$ cat src/rtl/corner_editor_pkg.sv
// Shared constants, types and the per-axis delta helper for the corner editor.
// Screen bounds, margins, step sizes and reset positions all live here.
package corner_editor_pkg;

    localparam int H_MAX       = 1023;
    localparam int V_MAX       = 767;
    localparam int MARGIN      = 20;
    localparam int STEP_SLOW   = 1;
    localparam int STEP_FAST   = 8;
    localparam int HOLD_FRAMES = 30;

    localparam int XW = 11;
    localparam int YW = 10;
    localparam int HW = 5;

    localparam int X_LO = MARGIN;
    localparam int X_HI = H_MAX - MARGIN;
    localparam int Y_LO = MARGIN;
    localparam int Y_HI = V_MAX - MARGIN;

    localparam logic [1:0] CORNER_TL = 2'd0;
    localparam logic [1:0] CORNER_TR = 2'd1;
    localparam logic [1:0] CORNER_BR = 2'd2;
    localparam logic [1:0] CORNER_BL = 2'd3;

    // Element 3 is the most significant field, matching the {x3,x2,x1,x0} bus order.
    localparam logic [3:0][XW-1:0] X_RESET = {XW'(X_LO), XW'(X_HI), XW'(X_HI), XW'(X_LO)};
    localparam logic [3:0][YW-1:0] Y_RESET = {YW'(Y_HI), YW'(Y_HI), YW'(Y_LO), YW'(Y_LO)};

    typedef enum logic {
        ST_IDLE = 1'b0,
        ST_EDIT = 1'b1
    } state_e;

    // Signed move on one axis; opposite buttons cancel.
    function automatic logic signed [11:0] axis_delta(input logic neg, input logic pos,
                                                      input logic [HW-1:0] hold);
        logic signed [11:0] step;
        step = (hold >= HW'(HOLD_FRAMES)) ? 12'(STEP_FAST) : 12'(STEP_SLOW);
        if (pos && !neg)
            return step;
        else if (neg && !pos)
            return -step;
        else
            return 12'sd0;
    endfunction

endpackage

$ cat src/rtl/corner_editor_step.sv
// step_clamp: adds a signed delta to a coordinate in 12-bit signed arithmetic
// and saturates the result into [LO, HI]; never wraps.
module step_clamp #(
    parameter int W  = 11,
    parameter int LO = 0,
    parameter int HI = 1023
) (
    input  logic [W-1:0]       cur,
    input  logic signed [11:0] delta,
    output logic [W-1:0]       res
);

    localparam logic signed [11:0] LO_S = 12'(LO);
    localparam logic signed [11:0] HI_S = 12'(HI);

    logic signed [11:0] sum;

    always_comb begin
        sum = $signed(12'(cur)) + delta;
        if (sum < LO_S)
            res = W'(LO);
        else if (sum > HI_S)
            res = W'(HI);
        else
            res = sum[W-1:0];
    end

endmodule

$ cat src/rtl/corner_editor.sv
// Holds the four quadrilateral corners: seeded by the detector load port,
// refined by button nudges once per video frame on the selected corner.
module corner_editor
    import corner_editor_pkg::*;
(
    input  logic        clock,
    input  logic        reset,
    input  logic        vsync,
    input  logic        edit_en,
    input  logic        btn_up,
    input  logic        btn_down,
    input  logic        btn_left,
    input  logic        btn_right,
    input  logic        btn_next,
    input  logic        load_valid,
    output logic        load_ready,
    input  logic [43:0] load_x,
    input  logic [39:0] load_y,
    output logic [43:0] corners_x,
    output logic [39:0] corners_y,
    output logic [1:0]  sel,
    output logic        corners_changed,
    output state_e      dbg_state
);

    // Load handshake: a transfer happens on every clock edge where load_valid && load_ready.
    state_e state, state_nx;

    logic [3:0][XW-1:0] cx, lcx;
    logic [3:0][YW-1:0] cy, lcy;
    logic [3:0][XW-1:0] lx;
    logic [3:0][YW-1:0] ly;
    logic [HW-1:0]      hold_cnt;
    logic               vsync_q, btn_next_q;
    logic               tick, next_rise, load_fire, editing, any_dir;
    logic               move_en, move_changed;
    logic signed [11:0] dx, dy;
    logic [XW-1:0]      mvx;
    logic [YW-1:0]      mvy;

    always_ff @(posedge clock or posedge reset) begin
        if (reset)
            state <= ST_IDLE;
        else
            state <= state_nx;
    end

    always_comb begin
        state_nx = ST_IDLE;
        if (edit_en)
            state_nx = ST_EDIT;
    end

    assign dbg_state = state;
    assign editing   = (state == ST_EDIT);
    assign tick      = vsync_q & ~vsync;
    assign next_rise = btn_next & ~btn_next_q;
    assign load_fire = load_valid & load_ready;
    assign any_dir   = btn_up | btn_down | btn_left | btn_right;
    assign lx        = load_x;
    assign ly        = load_y;
    assign dx        = axis_delta(btn_left, btn_right, hold_cnt);
    assign dy        = axis_delta(btn_up, btn_down, hold_cnt);

    // One shared clamp per axis for moves, time-shared on the selected corner.
    step_clamp #(.W(XW), .LO(X_LO), .HI(X_HI)) u_move_x (.cur(cx[sel]), .delta(dx), .res(mvx));
    step_clamp #(.W(YW), .LO(Y_LO), .HI(Y_HI)) u_move_y (.cur(cy[sel]), .delta(dy), .res(mvy));

    for (genvar i = 0; i < 4; i++) begin : g_load_clamp
        step_clamp #(.W(XW), .LO(X_LO), .HI(X_HI)) u_load_x (.cur(lx[i]), .delta(12'sd0), .res(lcx[i]));
        step_clamp #(.W(YW), .LO(Y_LO), .HI(Y_HI)) u_load_y (.cur(ly[i]), .delta(12'sd0), .res(lcy[i]));
    end

    // A load on the tick edge drops that frame's move entirely.
    assign move_en      = editing & tick & ~load_fire;
    assign move_changed = move_en & ((mvx != cx[sel]) | (mvy != cy[sel]));

    always_ff @(posedge clock or posedge reset) begin
        if (reset) begin
            cx              <= X_RESET;
            cy              <= Y_RESET;
            sel             <= CORNER_TL;
            hold_cnt        <= '0;
            corners_changed <= 1'b0;
            load_ready      <= 1'b0;
            vsync_q         <= 1'b1;
            btn_next_q      <= 1'b0;
        end else begin
            vsync_q         <= vsync;
            btn_next_q      <= btn_next;
            load_ready      <= 1'b1;
            corners_changed <= load_fire | move_changed;

            if (load_fire) begin
                cx <= lcx;
                cy <= lcy;
            end else if (move_changed) begin
                cx[sel] <= mvx;
                cy[sel] <= mvy;
            end

            // Selection change wins over the tick's hold update; the move itself used the old sel.
            if (!editing) begin
                hold_cnt <= '0;
            end else if (next_rise) begin
                sel      <= sel + 2'd1;
                hold_cnt <= '0;
            end else if (tick && !load_fire) begin
                if (!any_dir)
                    hold_cnt <= '0;
                else if (hold_cnt < HW'(HOLD_FRAMES))
                    hold_cnt <= hold_cnt + 1'b1;
            end
        end
    end

    assign corners_x = cx;
    assign corners_y = cy;

endmodule
$ cat config.mk
export PLATFORM = sky130hd
export DESIGN_NAME = corner_editor
export DESIGN_NICKNAME = d
export VERILOG_FILES = /design/src/rtl/corner_editor_pkg.sv /design/src/rtl/corner_editor_step.sv /design/src/rtl/corner_editor.sv
export SDC_FILE = /design/constraint.sdc
export NUM_CORES = 1
export LEC_CHECK = 0
export ABC_CLOCK_PERIOD_IN_PS = 10000
export BUFFER_PORTS_ARGS = -buffer_cell sky130_fd_sc_hd__buf_2
export CAP_MARGIN = 15
export CORE_UTILIZATION = 30
export DETAILED_ROUTE_END_ITERATION = 10
export GPL_TIMING_DRIVEN = 0
export SLEW_MARGIN = 20
export SYNTH_ARGS = -nofsm -noshare
export SYNTH_HDL_FRONTEND = slang
export SYNTH_SLANG_ARGS = --single-unit
export TNS_END_PERCENT = 50
$ cat constraint.sdc
create_clock -name clock -period 10 [get_ports clock]
set_clock_uncertainty 0.1 [all_clocks]
set_input_delay 1.5 -clock clock [delete_from_list [all_inputs] [get_ports clock]]
set_output_delay 1.5 -clock clock [all_outputs]
set_load 0.05 [all_outputs]
---- Yosys cells after proc, flatten, opt, wreduce, memory -nomap -nowiden ----
Cells that the tools add are included.
word-level totals
  input port bits ......................... 94
  register bits ........................... 96
  output and inout bits ................... 89
operators by class
  $add $sub $neg .......................... 5
  $lt $le $gt $ge ......................... 24
  muxes and demuxes ....................... 45
  equal/unequal tests ..................... 4
  reductions and logical operators ........ 14
  bitwise gates (word level) .............. 14
operators by type and width
  cell                    count
  $mux W11                12
  $mux W10                12
  $mux W44                2
  $mux W40                2
  $mux W12                4
  $bwmux W44              1
  $gt A11 B10 Y1 const B  4
  $lt A11 B5 Y1 const B   4
  $bwmux W40              1
  $gt A10 B10 Y1 const B  4
  $lt A10 B5 Y1 const B   4
  $mux W5                 5
  $gt A12 B11 Y1 const B  2
  $lt A12 B6 Y1 const B   2
  $bmux W11 S2            1
  $demux W11 S2           1
  $bmux W10 S2            1
  $demux W10 S2           1
  $add A11 B12 Y12        1
  $add A12 B12 Y12        1
  $neg A4 Y12             1
  $ne A11 B11 Y1          1
  $ne A10 B10 Y1          1
  $and A1 B1 Y1           6
  16 further kinds        32

---- Longest topological paths before layout ----
  depth in word-level cells ............... 14
  mapped depth ............................ 24
  mapped depth without buffers ............ 19

---- Modules after synthesis ----
A second synthesis with hierarchy kept.
second synthesis, totals
  cells, all modules ...................... 1,508
  area total of the unflattened synthesis .. 13,355.3 sq um
modules (own cells, without submodules)
  module                                      area each (sq um)  times used  sequential area each (sq um)  cells an instance
  corner_editor                               5,408.9            1           2,451.1                       497
  step_clamp at g_load_clamp[1].u_load_y ...  827.0              4           0.0                           98
  step_clamp at g_load_clamp[0].u_load_x ...  763.2              3           0.0                           104
  step_clamp at g_load_clamp[1].u_load_x ...  767.0              2           0.0                           104
  step_clamp at g_load_clamp[0].u_load_y      814.5              1           0.0                           99

---- Least setup slack after synthesis ----
Ideal clock, no wire load.
  kind .................................... register to register
  start point ............................. register sel[0]
  end point ............................... register cy (netlist bit corners_y[15])
  library setup time ...................... 0.150 ns
  stages on the path, launching flop included .. 22
  setup slack ............................. 4.199 ns
  required time ........................... 9.750 ns
  path buffers ............................ 5
  arrival time ............................ 5.551 ns
  path through ............................ dfrtp_1 clkbuf_1 buf_2 buf_2 mux2_2 o21ai_0 inv_1 ha_1 buf_2 o211a_1 a21boi_1 o21ai_1 a21oi_1 o32ai_1 o21ai_1 and4b_1 o211a_1 o32a_1 and4_4 nor2_2 buf_2 a221oi_1
on the way
  longest elaborated chain between the ends .. 10
  elaborated cells on any way between the ends .. 27
  classes of those cells .................. add/sub: 2; order compare: 6; eq/ne: 2; mux: 13; bitwise: 2; reduce/logical: 2
RTL lines
  what                                                        line                                                           RTL
  start: declaration                                          corner_editor.sv:21                                            output logic [1:0] sel,
  start signal: assignment                                    corner_editor.sv:106                                           sel <= sel + 2'd1;
  $bmux W11 S2 or $bmux W10 S2 (tied branches)                corner_editor.sv:66, corner_editor.sv:76, corner_editor.sv:67
  $mux W11 (not written as such) or $mux W10 (tied branches)  corner_editor.sv:66, corner_editor.sv:76, corner_editor.sv:67
  $add A12 B12 Y12 or $add A11 B12 Y12 (tied branches)        corner_editor_step.sv:19                                       sum = $signed(12'(cur)) + delta;
  $gt A12 B11 Y1                                              corner_editor_step.sv:22                                       else if (sum > HI_S)
  $mux W11 or $mux W10 (tied branches)                        corner_editor_step.sv:22
  $mux W11 or $mux W10 (tied branches)                        corner_editor_step.sv:20                                       if (sum < LO_S)
  $ne A11 B11 Y1 or $ne A10 B10 Y1 (tied branches)            corner_editor.sv:76                                            assign move_changed = move_en & ((mvx != cx[sel]) | (mvy != cy[sel]));
  $or A1 B1 Y1                                                corner_editor.sv:76
  $and A1 B1 Y1                                               corner_editor.sv:76
  $reduce_bool A2 Y1 (no source line)                         -
  end signal: assignment                                      corner_editor.sv:96                                            cy <= lcy;
  end signal: indexed assignment                              corner_editor.sv:99                                            cy[sel] <= mvy;
  end: declaration                                            corner_editor.sv:30                                            logic [3:0][YW-1:0] cy, lcy;
Parallel ways exist; a longest one is shown, timed or not. The select of a mux whose other input is x is not followed.
A chain may end at the register's enable or synchronous reset.

---- Worst setup path after layout ----
  start point ............................. register sel[0]
  end point ............................... register cy (netlist bit corners_y[16])
Same word-level chain as after synthesis.

==> parameters.txt <==
Parameter                              Value

STA
  Final worst path period need    7.276 ns
  Final total negative setup slack    0 ns
  Slew at the pin closest to its max-slew limit    0.8838 ns
  Final hold vios    0
  Final number of max-transition violations    0
  Post-route fraction of the period consumed by the critical path    72.76%
  Top achievable clock speed    0.1374 GHz
  Fin worst setup slack    2.724 ns
  Worst slew margin relative to its limit    41.08%
  Final setup violation count    0
  Setup repair after global routing missed its margin    no

Clocking
  TritonCTS clock tree    done
  Maximum level of the CTS H-tree    3
  # clock sinks    96
  Root buffer selected by CTS    sky130_fd_sc_hd__clkbuf_16
  Post-cts sizing count    0
  # Post-CTS Setup Buffers    0
  Clock Path Buffers    2
  Number of buffers inserted during clock tree synthesis    9
  Clock input transition at the sequential cells of the worst setup and hold paths    0.08 ns
  Hold buffers post-CTS    0
  Clk_lat worst skew    0.37 ns

Power
  Combinational fraction of design power    67.7%
  Proportion of power drawn by flip-flops and latches    19.0%
  Peak supply drop    0.1546 mV
  Design Power    3.137 mW
  Power share of the clock group    13.3%
  Internal power consumption    1.435 mW
  Sw Share    54.25%
  Power Dens Cells    317.2 nW/um^2
  Net switching power    1.702 mW
  Leakage Power    4.099 nW

Logic synthesis
  Count leader, synth    sky130_fd_sc_hd__o21ai_0
  Most common library cells after synthesis    sky130_fd_sc_hd__o21ai_0 (77), sky130_fd_sc_hd__a21oi_1 (74), sky130_fd_sc_hd__dfrtp_1 (57)
  Synth Register Bits    96
  Number of distinct library cells after synthesis    86
  Yosys warnings    0
  Share of the yosys chip area belonging to registers    29.94%
  Most used flip-flop cell after synthesis    sky130_fd_sc_hd__dfrtp_1
  Post-Synthesis Cells    916
  Cell taking the most area after synthesis    sky130_fd_sc_hd__dfrtp_1
  Average cell area after synthesis    8.936 um^2
  Number of enable flip-flop cells after synthesis    0
  Net count of the mapped netlist    1040
  Combined area of all synthesized cells    8185 um^2
  Portion of synthesized cell area occupied by the leading cell type    17.43%
  Share of synthesized registers carrying an async set or reset    100.0%
  Cells taking the most area after synthesis    sky130_fd_sc_hd__dfrtp_1 (17%), sky130_fd_sc_hd__dfstp_2 (13%), sky130_fd_sc_hd__mux4_2 (5.5%)

Final layout
  Area growth from synthesis to layout    20.79%
  Diodes inserted    0
  Layout cells sized above 1    29.50%
  Final Net Count    1231

Floorplan
  Boundary pin count    183
  Std-Cell Core Area    26880 um^2
  Die height    167.2 um
  Standard-cell row count    60
  Starting density of the core    30.46%
  Die width    167.2 um
  Die ar.    27950 um^2

Run status
  Status    completed

Critical path
  Cell with the largest stage delay on the worst path    sky130_fd_sc_hd__nor2_2
  R2R depth    21
  Peak fanout along the critical path    10
  Critical register-to-register path endpoint    corners_y[16]$_DFFE_PP0P_
  Capturing element type of the critical path    flip-flop
  Critical path endpoint    corners_y[16]$_DFFE_PP0P_
  Required time reported for the critical path endpoint    10.10 ns
  Critical path startpoint    sel[0]$_DFFE_PP0P_
  Critical path type    flip-flop to flip-flop
  CP cell instances    clkbuf_1 > buf_2 > buf_2 > mux2_2 > o21ai_0 > inv_1 > ha_1 > buf_2 > o211a_1 > a21boi_1 > o21ai_1 > a21oi_1 > o32ai_1 > o21ai_1 > and4b_1 > o211a_1 > o32a_1 > and4_4 > nor2_2 > buf_2 > a221oi_1
  Cell type with the highest occurrence count on the critical path    sky130_fd_sc_hd__buf_2
  Crit-path max cell delay    0.61 ns
  R2R setup slack    2.72 ns
  Crit path DAT    7.38 ns
  Critical R2R Launch    sel[0]$_DFFE_PP0P_
  Kind of start point of the critical path    flip-flop

Detailed routing
  Routed via count divided by cell count    6.138
  Via total after detailed routing    8919
  Iteration count of the initial detailed-routing pass    5
  Residual DRC count    0
  Antenna Violating Nets Remaining    0
  Total wire length    33.15 mm
  Initial DRC count    803
  Routed wire per std cell    22.82 um

Global routing
  Tot GR Track Use    23.58%
  Initial antenna violation count    1
  Global route total overflow    0
  First-pass GRT wire length    50.63 mm
  Via count of the first global-routing pass    8457
  Maximum number of pins on one net before global-route repair    60

Hold path
  Min-delay worst type    flip-flop to flip-flop

Placement
  Port bufs    179
  Post-placement worst setup slack    2.854 ns
  Gp weighted congestion    0.9138
  HPWL reported at the end of detailed placement    26.06 mm

Flow run
  Max cap viols    0
how the worst min path moves through the flow:
stage,startpoint,end,slack [ns],cells past startpoint
after floorplan,hold_cnt[4]$_DFFE_PP0P_,hold_cnt[4]$_DFFE_PP0P_,0.41,2
after global placement,corners_x[31]$_DFFE_PP1P_,corners_x[31]$_DFFE_PP1P_,0.39,2
after detailed placement,corners_x[31]$_DFFE_PP1P_,corners_x[31]$_DFFE_PP1P_,0.38,2
after CTS,corners_x[31]$_DFFE_PP1P_,corners_x[31]$_DFFE_PP1P_,0.39,2
after global routing,corners_x[31]$_DFFE_PP1P_,corners_x[31]$_DFFE_PP1P_,0.41,2
final,corners_x[31]$_DFFE_PP1P_,corners_x[31]$_DFFE_PP1P_,0.39,2
metal layers:
| metal | track usage (%) | vias up | routed length [um] |
|---|---|---|---|
| met5 | 0 | - | 13 |
| li1 | - | 4027 | - |
| met1 | 32.29 | 4321 | 14400 |
| met4 | 10.17 | 2 | 1347 |
| met2 | 35.98 | 479 | 14610 |
| met3 | 4.751 | 90 | 2780 |
cell type report:
| type | count | area, um^2 |
|---|---|---|
| buffer | 49 | 226.5 |
| clock buffer | 10 | 229.0 |
| clock inverter | 6 | 112.6 |
| fill | 2780 | 16990 |
| inverter | 26 | 102.6 |
| multi-input combinational | 745 | 5415 |
| sequential | 96 | 2451 |
| tap | 341 | 426.7 |
| timing repair buffer | 180 | 923.4 |
through the flow:
stage,std cells,instance area [um^2],util [%],hold WS (ns)
final,1453,9887,36.79,0.3943
after global placement,1436,9508,35.38,0.3882
after global routing,1453,9887,36.79,0.4143
after floorplan,916,8185,-,0.4100
after CTS,1453,9887,36.79,0.3932
after detailed placement,1437,9545,35.52,0.3816
state kept, by name (all words and copies together), names as in the netlist:
register and count:
corners_changed 1, hold_cnt 5, sel 2, vsync_q 1, load_ready 1, dbg_state 1, corners_y 40, btn_next_q 1
corners_x 44
cell families after synthesis:
logic type / after synthesis / synth area share [%]
buffers and inverters: 75 / 3.959
flip-flops: 96 / 29.94
AO/OA/AOI/OAI: 383 / 34.00
multiplexers: 24 / 6.023
adder cells (fa/ha/maj): 30 / 4.769
XOR/XNOR: 17 / 1.819
other: 1 / 0.04581
AND/OR/NAND/NOR: 290 / 19.44
power groups by stage:
| stage | sequential [mW] | combinational (mW) | clock (mW) |
|---|---|---|---|
| CTS | 0.593 | 2.09 | 0.419 |
| finish | 0.597 | 2.12 | 0.417 |
| global route | 0.603 | 2.28 | 0.432 |
| detailed placement | 0.600 | 2.07 | 0 |
| floorplan | 0.846 | 1.27 | 0 |
| global placement | 0.603 | 2.06 | 0 |
worst max-delay path, delay by kind of cell, from the launching register on:
kind	cells	cell delay [ns]
multiplexers	1	0.39
buffers and inverters	6	2.26
AO/OA/AOI/OAI	10	2.52
flip-flops	1	0.41
adder cells (fa/ha/maj)	1	0.32
AND/OR/NAND/NOR	3	1.11
layout by cell type, fill, tap and decap left out, types with 4 or more instances in the layout:
master,count
sky130_fd_sc_hd__nand2b_1,16
sky130_fd_sc_hd__nor2_1,56
sky130_fd_sc_hd__or2_2,5
sky130_fd_sc_hd__o21ai_1,9
sky130_fd_sc_hd__nand4_1,13
sky130_fd_sc_hd__xnor2_1,11
sky130_fd_sc_hd__o21bai_1,6
sky130_fd_sc_hd__a21oi_1,74
sky130_fd_sc_hd__a221oi_1,25
sky130_fd_sc_hd__a21oi_2,7
sky130_fd_sc_hd__nor3_1,40
sky130_fd_sc_hd__nor2b_1,6
sky130_fd_sc_hd__buf_2,195
sky130_fd_sc_hd__and4_1,4
sky130_fd_sc_hd__o211ai_1,8
sky130_fd_sc_hd__o22ai_1,4
sky130_fd_sc_hd__mux4_2,20
sky130_fd_sc_hd__o21ai_0,77
sky130_fd_sc_hd__clkbuf_1,30
sky130_fd_sc_hd__o21a_1,9
sky130_fd_sc_hd__or3_1,6
sky130_fd_sc_hd__a31oi_1,13
sky130_fd_sc_hd__a21o_1,13
sky130_fd_sc_hd__a221oi_2,17
sky130_fd_sc_hd__o211a_1,6
sky130_fd_sc_hd__nand3_1,23
sky130_fd_sc_hd__ha_1,28
sky130_fd_sc_hd__and3_1,12
sky130_fd_sc_hd__a211oi_1,47
sky130_fd_sc_hd__and2_1,9
sky130_fd_sc_hd__clkbuf_16,9
sky130_fd_sc_hd__nor4_1,10
sky130_fd_sc_hd__nor3b_1,10
sky130_fd_sc_hd__dfrtp_1,57
sky130_fd_sc_hd__dfstp_2,39
sky130_fd_sc_hd__xor2_1,6
sky130_fd_sc_hd__nand2_1,50
sky130_fd_sc_hd__inv_1,25
sky130_fd_sc_hd__a221o_1,26
No activity file was read; power rests on OpenSTA's default activity.
